[src/rtl/pipelined_addsub.sv]
// pipelined_addsub: STAGES-deep carry-select adder/subtractor with valid/ready handshakes.
// Optional macro SATURATE_EN clamps the result on signed overflow in the final stage.
module pipelined_addsub #(
   parameter int WIDTH  = 32,
   parameter int STAGES = 4
) (
   input  logic             clk,
   input  logic             reset,
   input  logic             in_valid,
   output logic             in_ready,
   input  logic [WIDTH-1:0] a,
   input  logic [WIDTH-1:0] b,
   input  logic             opcode,
   output logic             out_valid,
   input  logic             out_ready,
   output logic [WIDTH-1:0] result,
   output logic             c_out,
   output logic             overflow,
   output logic             zero,
   output logic             negative
);
   localparam int CW  = WIDTH / STAGES;
   localparam int RS  = (STAGES > 1) ? STAGES - 1 : 1;
   localparam int MSB = WIDTH - 1;
   localparam logic [WIDTH-1:0] CMASK = WIDTH'({CW{1'b1}});

   // Inter-stage registers; index k holds the output of stage k.
   logic [WIDTH-1:0] r_a_p   [RS];
   logic [WIDTH-1:0] r_b_p   [RS];
   logic [WIDTH-1:0] r_sum_p [RS];
   logic             r_cy_p  [RS];
   logic             r_op_p  [RS];
   logic             r_vld_p [RS];

   // Per-stage inputs, taken from the ports for stage 0 and from the previous stage otherwise.
   logic [WIDTH-1:0] w_a_p   [STAGES];
   logic [WIDTH-1:0] w_b_p   [STAGES];
   logic [WIDTH-1:0] w_s_p   [STAGES];
   logic             w_ci_p  [STAGES];
   logic             w_op_p  [STAGES];
   logic             w_v_p   [STAGES];

   logic [WIDTH-1:0] r_result;
   logic             r_out_vld, r_cout, r_ovf, r_zero, r_neg;
   logic             w_advance;

`ifdef SATURATE_EN
   function automatic logic [WIDTH-1:0] f_saturate(input logic [WIDTH-1:0] sum,
                                                   input logic             ovf,
                                                   input logic             neg_ovf);
      if (!ovf) return sum;
      return neg_ovf ? {1'b1, {(WIDTH-1){1'b0}}} : {1'b0, {(WIDTH-1){1'b1}}};
   endfunction
`endif

   assign w_advance = !r_out_vld || out_ready;
   assign in_ready  = w_advance;

   genvar k;
   generate
      for (k = 0; k < STAGES; k++) begin : g_stage
         logic [WIDTH-1:0] w_sum;
         logic [CW-1:0]    w_ac, w_bc, w_s0, w_s1;
         logic             w_c0, w_c1, w_co;

         if (k == 0) begin : g_in
            // Subtract is a + ~b + 1, so the inversion and carry-in enter here.
            assign w_a_p[k]  = a;
            assign w_b_p[k]  = opcode ? b : ~b;
            assign w_s_p[k]  = '0;
            assign w_ci_p[k] = ~opcode;
            assign w_op_p[k] = opcode;
            assign w_v_p[k]  = in_valid;
         end else begin : g_skew
            assign w_a_p[k]  = r_a_p[k-1];
            assign w_b_p[k]  = r_b_p[k-1];
            assign w_s_p[k]  = r_sum_p[k-1];
            assign w_ci_p[k] = r_cy_p[k-1];
            assign w_op_p[k] = r_op_p[k-1];
            assign w_v_p[k]  = r_vld_p[k-1];
         end

         assign w_ac = w_a_p[k][k*CW +: CW];
         assign w_bc = w_b_p[k][k*CW +: CW];
         assign {w_c0, w_s0} = {1'b0, w_ac} + {1'b0, w_bc};
         assign {w_c1, w_s1} = {1'b0, w_ac} + {1'b0, w_bc} + (CW+1)'(1);
         assign w_co  = w_ci_p[k] ? w_c1 : w_c0;
         assign w_sum = (w_s_p[k] & ~(CMASK << (k*CW)))
                      | (WIDTH'(w_ci_p[k] ? w_s1 : w_s0) << (k*CW));

         if (k == STAGES-1) begin : g_out
            logic             w_ovf;
            logic [WIDTH-1:0] w_res;

            assign w_ovf = (w_a_p[k][MSB] == w_b_p[k][MSB]) && (w_sum[MSB] != w_a_p[k][MSB]);
`ifdef SATURATE_EN
            assign w_res = f_saturate(w_sum, w_ovf, w_a_p[k][MSB]);
`else
            assign w_res = w_sum;
`endif
            // Final stage: flags from the fully assembled result; fields only load on valid data.
            always_ff @(posedge clk) begin
               if (reset) begin
                  r_out_vld <= 1'b0;
                  r_result  <= '0;
                  r_cout    <= 1'b0;
                  r_ovf     <= 1'b0;
                  r_zero    <= 1'b0;
                  r_neg     <= 1'b0;
               end else if (w_advance) begin
                  r_out_vld <= w_v_p[k];
                  if (w_v_p[k]) begin
                     r_result <= w_res;
                     r_cout   <= w_co ^ ~w_op_p[k];
                     r_ovf    <= w_ovf;
                     r_zero   <= (w_res == '0);
                     r_neg    <= w_res[MSB];
                  end
               end
            end
         end else begin : g_reg
            // Stage k boundary: selected chunk, carry and skewed operands move on together.
            always_ff @(posedge clk) begin
               if (reset)          r_vld_p[k] <= 1'b0;
               else if (w_advance) r_vld_p[k] <= w_v_p[k];
            end

            always_ff @(posedge clk) begin
               if (w_advance) begin
                  r_a_p[k]   <= w_a_p[k];
                  r_b_p[k]   <= w_b_p[k];
                  r_sum_p[k] <= w_sum;
                  r_cy_p[k]  <= w_co;
                  r_op_p[k]  <= w_op_p[k];
               end
            end
         end
      end
   endgenerate

   assign out_valid = r_out_vld;
   assign result    = r_result;
   assign c_out     = r_cout;
   assign overflow  = r_ovf;
   assign zero      = r_zero;
   assign negative  = r_neg;
endmodule

[config.mk]
export PLATFORM = sky130hd
export DESIGN_NAME = pipelined_addsub
export DESIGN_NICKNAME = d
export VERILOG_FILES = /design/src/rtl/pipelined_addsub.sv
export SDC_FILE = /design/constraint.sdc
export NUM_CORES = 1
export LEC_CHECK = 0
export BUFFER_PORTS_ARGS = -buffer_cell sky130_fd_sc_hd__buf_2
export CORE_MARGIN = 1
export CORE_UTILIZATION = 50
export CTS_CLUSTER_SIZE = 8
export DETAILED_ROUTE_END_ITERATION = 8
export PLACE_DENSITY = 0.73
export SYNTH_ARGS = -nofsm -noshare
export SYNTH_HDL_FRONTEND = slang
export SYNTH_SLANG_ARGS = --single-unit
[constraint.sdc]
create_clock -name clk -period 4.8 [get_ports clk]
set_input_delay 0.96 -clock clk [delete_from_list [all_inputs] [get_ports clk]]
set_output_delay 0.96 -clock clk [all_outputs]
set_load 0.005 [all_outputs]
==> metrics.md, run 1 <==
| Metric | Value |
|---|---|
| Post_cts resized | 0 |
| Final hold violation count | 0 |
| Synth Flop Type | edfxtp_1 |
| Hold path startpoint | r_op_p[0][0] |
| Max stage delay on crit path | between 0.6 and 0.7 ns |
| Critical Path RT | 3.84 ns |
| Ant diodes | 0 |
| Sw Ratio | 0.239 |
| Post-route setup TNS | 0 ns |
| ANT nets after route | 0 |
| EDFF count, synth | 153 |
| Core area | 0.0159 mm² |
| Hold WC Path Type | reg2reg |
| Num ports | 107 |
| Routed WL | between 10000 and 15000 µm |
| H-Tree Level Count | 4 |
| Largest family of logic cells by synthesized area | simple AND/OR/NAND/NOR gates |
| Clock share of power | 0.334 |
| GR Util All Layers | 0.169 |
| Synth Area in XOR/XNOR | 0.0924 |
| Clock-pin transition on the worst setup and hold timing paths | 0.06 ns |
| Post-CTS setup buffer count | 0 |
| Cell internal pwr | 3.22 mW |
| Finish-stage setup viols | 0 |
| Wire length per cell | roughly 14 µm |
| Proportion of synthesized area in mux cells | 0.00540 |
| Pwr Density | roughly 450 mW/mm² |
| Min Tclk post-route | 3.37 ns |
| Commonest non-fill, non-tap cell in the layout | edfxtp_1 |
| Maximum vdd drop | 0.307 mV |
| # port buffers | between 100 and 150 |
| Crit share post-route | 0.703 |
| CTS tree | done |
| Post-synthesis adder-cell area fraction | 0.0654 |
| Clock Tree Buf Depth | 2 |
| Hold_buf cts | 0 |
| Vias in the first global route | 4604 |
| Die width | 129 µm |
| Register share of total power | 0.517 |
| Area growth, synth to finish | 16.9% |
| Clk root buf | clkbuf_16 |
| Synth warnings | 0 |
| Critical path class | in2out |
| Status | finished clean |
| Die Area | about 0.017 mm² |
| Post-Syn Nets | 707 |
| Starting DRT DRC Count | around 330 |
| Final hold slack | 0.416 ns |
| Initial antenna violation count | 0 |
| Post-synthesis sequential area ratio | 0.655 |
| RSZ-0062 raised after global routing | no |
| Pins Over Slew Limit | 0 |
| Vias | 4746 |
| Switching pwr | 1.01 mW |
| LEAKAGE | about 3.7 nW |
| Drt pass-1 iters | 5 |
| Via density | a little over 5 |
| Worst path cell trace | buf_2, nor2b_1, clkinvlp_4, buf_2 |
| Maxcap violations | 0 |
| Synth unique cells | 51 |
| Initial Utilization | 0.511 |
| Most frequent cells in the layout | edfxtp_1 (153), buf_2 (106), nand2_1 (69) |
| Gp weighted congestion | 0.807 |
| Filler Cell Count | 1232 |
| Crit path capture type | primary output |
| Crit. Startpoint | out_ready |
| #FFs+latches synth | around 190 |
| Num Clock Sinks | 189 |
| First-pass GRT wire length | around 21000 µm |
| Setup WS pre-CTS | 1.03 ns |
| Largest net degree at the start of global routing | 74 |
| Worst slew margin | 0.437 |
| Post-Syn Instances | roughly 600 |
| Simple-gate share of the synthesized area | 0.0954 |
| Crit path top cell by count | buf_2 |
| Grt ovf | 0 |
| CP Buf/Inv Count | 3 |
| Crit path max-delay family | buffers and inverters |
| Die Ht | 129 µm |
| Slowest-stage cell, CP | clkinvlp_4 |
| Slew @ Worst Pin | 0.845 ns |
| Worst skew pair latency | roughly 0.43 ns |
| Setup WS post-layout | about 1.4 ns |
| Placement Cell Area | 0.00889 mm² |
| Final Instance Area | ~0.0095 mm² |
| Layout cells sized above 1 | 0.213 |
| Ys async rst share | 0 |
| CP Max Fanout | 30 |
| Fin util | 0.597 |
| Post-route DRC | 0 |
| Worst Skew | ~0.0070 ns |
| Mapped cell area | roughly 0.0081 mm² |
| Synth Area in Compound Gates | 0.0735 |
| Hpwl dp | 9560 µm |
| Avg Synthesized Cell Area | roughly 14 µm² |
| CTS Buf Count | 17 |
| Standard-cell rows | between 40 and 50 |
| Gate power share | 0.148 |
| CP arrival | 2.41 ns |
| Nets | between 800 and 900 |
| Reg2reg start | r_a_p[0][88] |
| Fmax | 296 MHz |
| Element type at the critical path start | input port |
[worst reg2reg max path, stage by stage, from the launching register on]
cell and delay [ns]:
edfxtp_1 0.37, ha_1 0.24, fa_1 0.54, ha_1 0.18, nand2_1 0.13, nor4b_4 0.27
nand4_1 0.16, or3b_1 0.39, xor3_1 0.39, a211oi_2 0.24
[layer usage]
| metal | vias up | wire [µm] | global-route usage |
|---|---|---|---|
| met5 | - | 0 | 0 |
| met4 | 0 | 231 | 0.0727 |
| met3 | 23 | 527 | 0.0380 |
| met2 | 119 | 6250 | 0.279 |
| met1 | 2211 | 6260 | 0.215 |
| li1 | 2393 | - | - |
[cell type report]
class / instances / area [µm²] / area share
timing repair buffer: 111 / 568 / 0.0599
sequential: 189 / 5320 / 0.560
clock buffer: 18 / 429 / 0.0452
tap: 216 / 270 / 0.0285
clock inverter: 13 / 174 / 0.0183
inverter: 9 / 37.5 / 0.00396
multi-input combinational: 382 / 2700 / 0.284
[flip-flops by register name (all words and copies together) (netlist names)]
signal / flops
r_a_p: 48
r_b_p: 48
r_sum_p: 48
result: 32
r_cy_p: 3
r_op_p: 3
r_vld_p: 3
c_out: 1
out_valid: 1
overflow: 1
zero: 1
[logic make-up (layout without fill, tap and decap cells)]
family / Yosys count / after routing
flops: 189 / 189
simple gates: 159 / 159
compound gates: 96 / 96
xor+xnor: 83 / 83
fa+ha+maj: 40 / 40
buf+inv: 27 / 151
mux: 4 / 4
[path summary, 6_finish.rpt]
check                 endpoint  slack [ns]  cells past startpoint
hold reg to reg   r_op_p[0][1]        0.42                      0
setup reg to reg         c_out        1.79                      9
hold / removal    r_op_p[0][1]        0.42                      0
setup / recovery      in_ready        1.43                      4
[cell usage after synthesis, drive strengths merged (6+ instances only)]
cell | instances | share of area
a211oi | 10 | 0.010
a21o | 7 | 0.0065
a21oi | 47 | 0.029
and2 | 6 | 0.0046
clkbuf | 14 | 0.0065
dfxtp | 36 | 0.089
edfxtp | 153 | 0.57
ha | 36 | 0.056
inv | 9 | 0.0042
nand2 | 69 | 0.032
nand3 | 9 | 0.0056
nand4 | 9 | 0.0069
nor2 | 34 | 0.016
nor4 | 7 | 0.0054
o21ai | 14 | 0.0091
xnor2 | 62 | 0.067
xor2 | 20 | 0.023
[metrics by stage]
stage,std cells,power [mW]
final,938,4.23
after detailed placement,907,2.85
after CTS,938,4.27
after global routing,938,4.43
after global placement,907,2.82
after floorplan,598,2.65
[power by group through the flow]
stage	sequential, mW	combinational, mW	clock, mW
floorplan	2.18	0.475	0
CTS	2.19	0.631	1.45
global route	2.21	0.705	1.51
global placement	2.21	0.602	0
detailed placement	2.23	0.625	0
finish	2.19	0.627	1.42
(Power assumes the default switching activity.)
==> run 2, diff against run 1 <==
clock period = 3.1 ns   (was 4.8 ns; I/O delays follow)
==> metrics.md, run 2 (same netlist as run 1, synthesis figures left out) <==
| Metric | Value |
|---|---|
| Maxcap violations | 0 (unchanged) |
| Ant diodes | 0 (unchanged) |
| Finish-stage setup viols | 0 (unchanged) |
| Biggest regs | r_a_p x48, r_b_p x48, r_sum_p x48 (unchanged) |
| Num ports | 107 (unchanged) |
| Reg2reg start | r_a_p[0][88] (unchanged) |
| Drt pass-1 iters | 7 (was 5) |
| Hpwl dp | 9370 µm (was 9560 µm) |
| Area growth, synth to finish | 17.4% (was 16.9%) |
| Worst R2R End | c_out (unchanged) |
| Crit share post-route | 0.951 |
| Register share of total power | 0.520 (was 0.517) |
| Switching pwr | 1.59 mW (was 1.01 mW) |
| Vias | 4779 (was 4746) |
| CP Buf/Inv Count | 0 (was 3) |
| Worst slew margin | 0.485 (was 0.437) |
| Initial Utilization | 0.511 (unchanged) |
| Multi-input logic area | 0.00271 mm² (was 0.00270 mm²) |
| H-Tree Level Count | 4 (unchanged) |
| Worst skew pair latency | 0.43 ns (about the same) |
| CP Max Fanout | 3 (was 30) |
| Hold path startpoint | a[16] (was r_op_p[0][0]) |
| Non-filler cells, final | 941 (was 938) |
| Slowest-stage cell, CP | fa_1 (was clkinvlp_4) |
| Reg2reg path depth | 9 (unchanged) |
| GR Util All Layers | 0.168 (was 0.169) |
| Clock-pin transition on the worst setup and hold timing paths | 0.07 ns (was 0.06 ns) |
| CTS Buf Count | 17 (unchanged) |
| Sw Ratio | 0.244 (was 0.239) |
| Nets | 821 (was 819) |
| Register Area | 0.00532 mm² (unchanged) |
| Initial antenna violation count | 0 (unchanged) |
| Gate power share | 0.150 (was 0.148) |
| Max stage delay on crit path | 0.53 ns (was 0.66 ns) |
| Worst hold path depth | 1 (was 0) |
| Vias in the first global route | 4573 (was 4604) |
| Standard-cell rows | 46 (unchanged) |
| Final hold violation count | 0 (unchanged) |
| Worst Skew | 0.0106 ns (was 0.00695 ns) |
| Critical path class | reg2reg (was in2out) |
| Status | finished clean (unchanged) |
| Post-route DRC | 0 (unchanged) |
| Die Area | 0.0167 mm² (unchanged) |
| Element type at the critical path start | register (was input port) |
| Crit path max-delay family | adder cells (was buffers and inverters) |
| Min Tclk post-route | 2.95 ns |
| Num Clock Sinks | 189 (unchanged) |
| Crit path capture type | register (was primary output) |
| CP arrival | 3.30 ns (was 2.41 ns) |
| Placed cell count | 907 (unchanged) |
| LEAKAGE | 3.70 nW (was 3.69 nW) |
| Die Ht | 129 µm (unchanged) |
| Cell internal pwr | 4.93 mW (was 3.22 mW) |
| Layout cells sized above 1 | 0.223 (was 0.213) |
| ANT nets after route | 0 (unchanged) |
| Filler Cell Count | 1269 (was 1232) |
| Pins Over Slew Limit | 0 (unchanged) |
| Grt ovf | 0 (unchanged) |
| Most frequent cells in the layout | edfxtp_1 (153), buf_2 (106), nand2_1 (68) (was edfxtp_1 (153), buf_2 (106), nand2_1 (69)) |
| Core area | 0.0159 mm² (unchanged) |
| R2r setup slk | 0.15 ns (was 1.79 ns) |
| Clk root buf | clkbuf_16 (unchanged) |
| Routed WL | 13100 µm (was 13300 µm) |
| Die width | 129 µm (unchanged) |
| Fmax | about 340 MHz |
| Clock share of power | 0.331 (was 0.334) |
| Worst path cell trace | ha_2, fa_1, ha_1, nand2_2, nor4b_4, nand4_1, or3b_1, xor3_1, a211oi_2 (was buf_2, nor2b_1, clkinvlp_4, buf_2) |
| Fin util | 0.600 (was 0.597) |
| Post-route setup TNS | 0 ns (unchanged) |
| CTS tree | done (unchanged) |
| Via density | 5.08 (was 5.06) |
| Maximum vdd drop | 0.481 mV (was 0.307 mV) |
| End of the worst hold path | r_a_p[0][16] (was r_op_p[0][1]) |
| Clock Tree Buf Depth | 2 (unchanged) |
| Gp weighted congestion | 0.813 (was 0.807) |
| Pwr Density | 685 mW/mm² (was 446 mW/mm²) |
| Slew @ Worst Pin | 0.772 ns (was 0.845 ns) |
| Critical Path RT | 3.45 ns (was 3.84 ns) |
| Commonest non-fill, non-tap cell in the layout | edfxtp_1 (unchanged) |
| # port buffers | 106 (unchanged) |
| First-pass GRT wire length | 21300 µm (was 21500 µm) |
| Largest net degree at the start of global routing | 151 (was 74) |
| Starting DRT DRC Count | 364 (was 329) |
| Wire length per cell | 14.0 µm (was 14.1 µm) |
| Hold WC Path Type | in2reg (was reg2reg) |
| Hold_buf cts | 0 (unchanged) |
## run 2: changes by cell type in the layout (fill, tap and decap cells not counted), sizes merged
cell,previous run,this run
buf,111,113
inv,8,10
bufinv,4,3
## run 2: final cells by class
| class | count | area share |
|---|---|---|
| multi-input cells | 382 | 0.285 |
| clock buffers | 18 | 0.0450 |
| well taps | 216 | 0.0284 |
| clock inverters | 14 | 0.0176 |
| inverters | 9 | 0.00394 |
| repair buffers | 113 | 0.0625 |
| flip-flops and latches | 189 | 0.558 |
## run 2: power groups by stage
| stage | combinational (mW) | sequential (mW) | clock (mW) |
|---|---|---|---|
| 2_1_floorplan | 0.740 | 3.38 | 0 |
| 4_1_cts | 0.976 | 3.39 | 2.20 |
| 5_1_grt | 1.09 | 3.43 | 2.29 |
| 3_5_place_dp | 0.967 | 3.44 | 0 |
| 3_3_place_gp | 0.937 | 3.43 | 0 |
| 6_report | 0.976 | 3.39 | 2.16 |
## run 2: repair_timing
item / in CTS / in global routing
gates resized for setup: 0 / 2
endpoints found under the setup margin: 0 / 1
setup buffers: 0 / 2
## run 2: per-stage QoR
stage                     setup slack [ns]  total power [mW]  area, µm²  hold slack [ns]
final                                0.153              6.52       9530            0.366
after global routing               -0.0146              6.82       9530            0.348
after CTS                            0.104              6.57       9510            0.348
after detailed placement            0.0228              4.41       8910            0.405
after global placement               0.158              4.37       8910            0.401
after floorplan                     -0.688              4.12       8160            0.400
## run 2: worst max path at each step
stage	start	end	slack, ns	depth (start not counted)
after floorplan	out_ready	zero	-0.69	9
after global placement	opcode	r_cy_p[0][0]	0.16	10
after detailed placement	opcode	r_cy_p[0][0]	0.02	11
after CTS	r_a_p[0][88]	c_out	0.10	9
after global routing	r_b_p[0][88]	c_out	-0.01	9
final	r_a_p[0][88]	c_out	0.15	9
## run 2: worst reg2reg max path, delay by kind of cell (launching register included)
family                     cells  cell delay, ns
adders and majority gates      3            0.96
and+or+nand+nor                4            0.95
DFF                            1            0.39
xor gates and xnor gates       1            0.37
AOI/OAI and AO/OA              1            0.21
## run 2: layer usage
layer  GRT usage  up-vias  wire [µm]
li1            -     2402          -
met4      0.0602        0         96
met3      0.0429        8        554
met2       0.274      133       6430
met1       0.217     2236       6070
met5           0        -          0
==> run 3, diff against run 2 <==
REMOVE_ABC_BUFFERS = 1   (was not set)
==> metrics.md, run 3 (same netlist as run 1, synthesis figures left out) <==
| Metric | Value |
|---|---|
| CTS tree | done (unchanged) |
| Maximum vdd drop | 0.461 mV (was 0.481 mV) |
| Setup WS pre-CTS | 0.0731 ns (was 0.0228 ns) |
| Worst slew margin | 0.319 (was 0.485) |
| Critical path class | reg2reg (unchanged) |
| Setup WS post-layout | 0.157 ns (was 0.153 ns) |
| Maxcap violations | 0 (unchanged) |
| Initial Utilization | 0.511 (unchanged) |
| Total power | 6.32 mW (was 6.52 mW) |
| Ant diodes | 0 (unchanged) |
| Final hold slack | 0.365 ns (was 0.366 ns) |
| Finish-stage setup viols | 0 (unchanged) |
| Critical Path RT | 3.45 ns (about the same) |
| Post-route DRC | 0 (unchanged) |
| Num ports | 107 (unchanged) |
| Crit. Startpoint | r_a_p[0][88] (unchanged) |
| R2r setup slk | 0.16 ns (was 0.15 ns) |
| Final Instance Area | 0.00946 mm² (was 0.00953 mm²) |
| Clock-pin transition on the worst setup and hold timing paths | 0.07 ns (about the same) |
| Crit path capture type | register (unchanged) |
| CP arrival | 3.29 ns (was 3.30 ns) |
| First-pass GRT wire length | 21600 µm (was 21300 µm) |
| Status | finished clean (unchanged) |
| Wire length per cell | 14.2 µm (was 14.0 µm) |
| Standard-cell rows | 46 (unchanged) |
| Nets | 823 (was 821) |
| Area growth, synth to finish | 16.6% (was 17.4%) |
| Grt ovf | 0 (unchanged) |
| LEAKAGE | 3.67 nW (was 3.70 nW) |
| Starting DRT DRC Count | 264 (was 364) |
| Hold path startpoint | a[22] (was a[16]) |
| RSZ-0062 raised after global routing | no |
| Commonest non-fill, non-tap cell in the layout | edfxtp_1 (unchanged) |
| Gp weighted congestion | 0.865 (was 0.813) |
| Hold WC Path Type | in2reg (unchanged) |
| Pins Over Slew Limit | 0 (unchanged) |
| Placed cell count | 910 (was 907) |
| Largest net degree at the start of global routing | 84 (was 151) |
| ANT nets after route | 0 (unchanged) |
| Non-filler cells, final | 943 (was 941) |
| Hpwl dp | 9460 µm (was 9370 µm) |
| Core area | 0.0159 mm² (unchanged) |
| Worst Skew | 0.00761 ns (was 0.0106 ns) |
| Reg2reg start | r_a_p[0][88] (unchanged) |
| Routed WL | 13400 µm (was 13100 µm) |
| Initial antenna violation count | 1 (was 0) |
| Element type at the critical path start | register (unchanged) |
| Crit share post-route | 0.949 (was 0.951) |
| Final hold violation count | 0 (unchanged) |
| Drt pass-1 iters | 5 (was 7) |
| Slew @ Worst Pin | 1.02 ns (was 0.772 ns) |
| GR Util All Layers | 0.172 (was 0.168) |
| Layout cells sized above 1 | 0.216 (was 0.223) |
| Die width | 129 µm (unchanged) |
| Via density | 5.07 (was 5.08) |
| Vias in the first global route | 4690 (was 4573) |
| Worst skew pair latency | 0.43 ns (about the same) |
| Biggest regs | r_a_p x48, r_b_p x48, r_sum_p x48 (unchanged) |
| H-Tree Level Count | 4 (unchanged) |
| Num Clock Sinks | 189 (unchanged) |
| Most frequent cells in the layout | edfxtp_1 (153), buf_2 (106), nand2_1 (69) (was edfxtp_1 (153), buf_2 (106), nand2_1 (68)) |
| Min Tclk post-route | 2.94 ns (was 2.95 ns) |
| # port buffers | 106 (unchanged) |
| Vias | 4777 (was 4779) |
| Die Ht | 129 µm (unchanged) |
| CP Max Fanout | 3 (unchanged) |
| Clk root buf | clkbuf_16 (unchanged) |
| CTS Buf Count | 17 (unchanged) |
| Die Area | 0.0167 mm² (unchanged) |
| Fmax | 340 MHz (was 339 MHz) |
| Placement Cell Area | 0.00891 mm² (about the same) |
| Filler Cell Count | 1295 (was 1269) |
| Clock Tree Buf Depth | 2 (unchanged) |
| Pwr Density | 668 mW/mm² (was 685 mW/mm²) |
run 3: cell types whose count changed in the layout (fill, tap and decap cells not counted), moves of 2 or more:
cell       change
bufinv_16      -2
clkinv_4       -2
clkinv_1       +2
buf_4          +3
clkbuf_1       +2
run 3: power breakdown:
part	switching, mW	leakage (nW)	total [mW]	internal (mW)
Sequential	0.173	1.91	3.39	3.22
Combinational	0.523	1.52	0.965	0.442
Clock	0.872	0.247	1.97	1.10
Total	1.57	3.67	6.32	4.76
run 3: area by class of cell:
type,count,area (µm²),share of cell area
Timing Repair Buffer,115,598,0.0632
Clock inverter,12,98.8,0.0104
Clock buffer,20,437,0.0462
Tap cell,216,270,0.0286
Sequential cell,189,5320,0.562
Multi-Input combinational cell,382,2700,0.286
Inverter,9,38.8,0.00410
run 3: worst max-delay path, stage by stage (launching register included):
cell      delay [ns]
edfxtp_1        0.38
ha_1            0.25
fa_1            0.54
ha_1            0.17
nand2_1         0.13
nor4b_4         0.28
nand4_1         0.15
or3b_1          0.39
xor3_1          0.37
a211oi_2        0.21
run 3: layer usage:
metal  track usage  up-vias  wire (µm)
met3        0.0413       26        519
met2         0.301      101       6850
li1              -     2415          -
met4        0.0817        2        274
met5             0        -          9
met1         0.199     2233       5740
run 3: timing repair:
action | 4_1_cts | 5_1_grt
hold buffers | 0 | 0
resized for setup | 0 | 1
setup endpoints to repair | 0 | 2
setup buffers | 0 | 1
hold endpoints to repair | 0 | 0
run 3: stage by stage:
step / utilization / setup TNS, ns
after global routing: 0.595 / 0
after detailed placement: 0.561 / 0
after global placement: 0.561 / 0
after floorplan: - / -242.98
after CTS: 0.595 / 0
final: 0.595 / 0
run 3: worst paths after layout:
check,cells past startpoint,to
max reg2reg,9,c_out
max,9,c_out
min reg2reg,0,r_sum_p[0][32]
min,1,r_a_p[0][22]
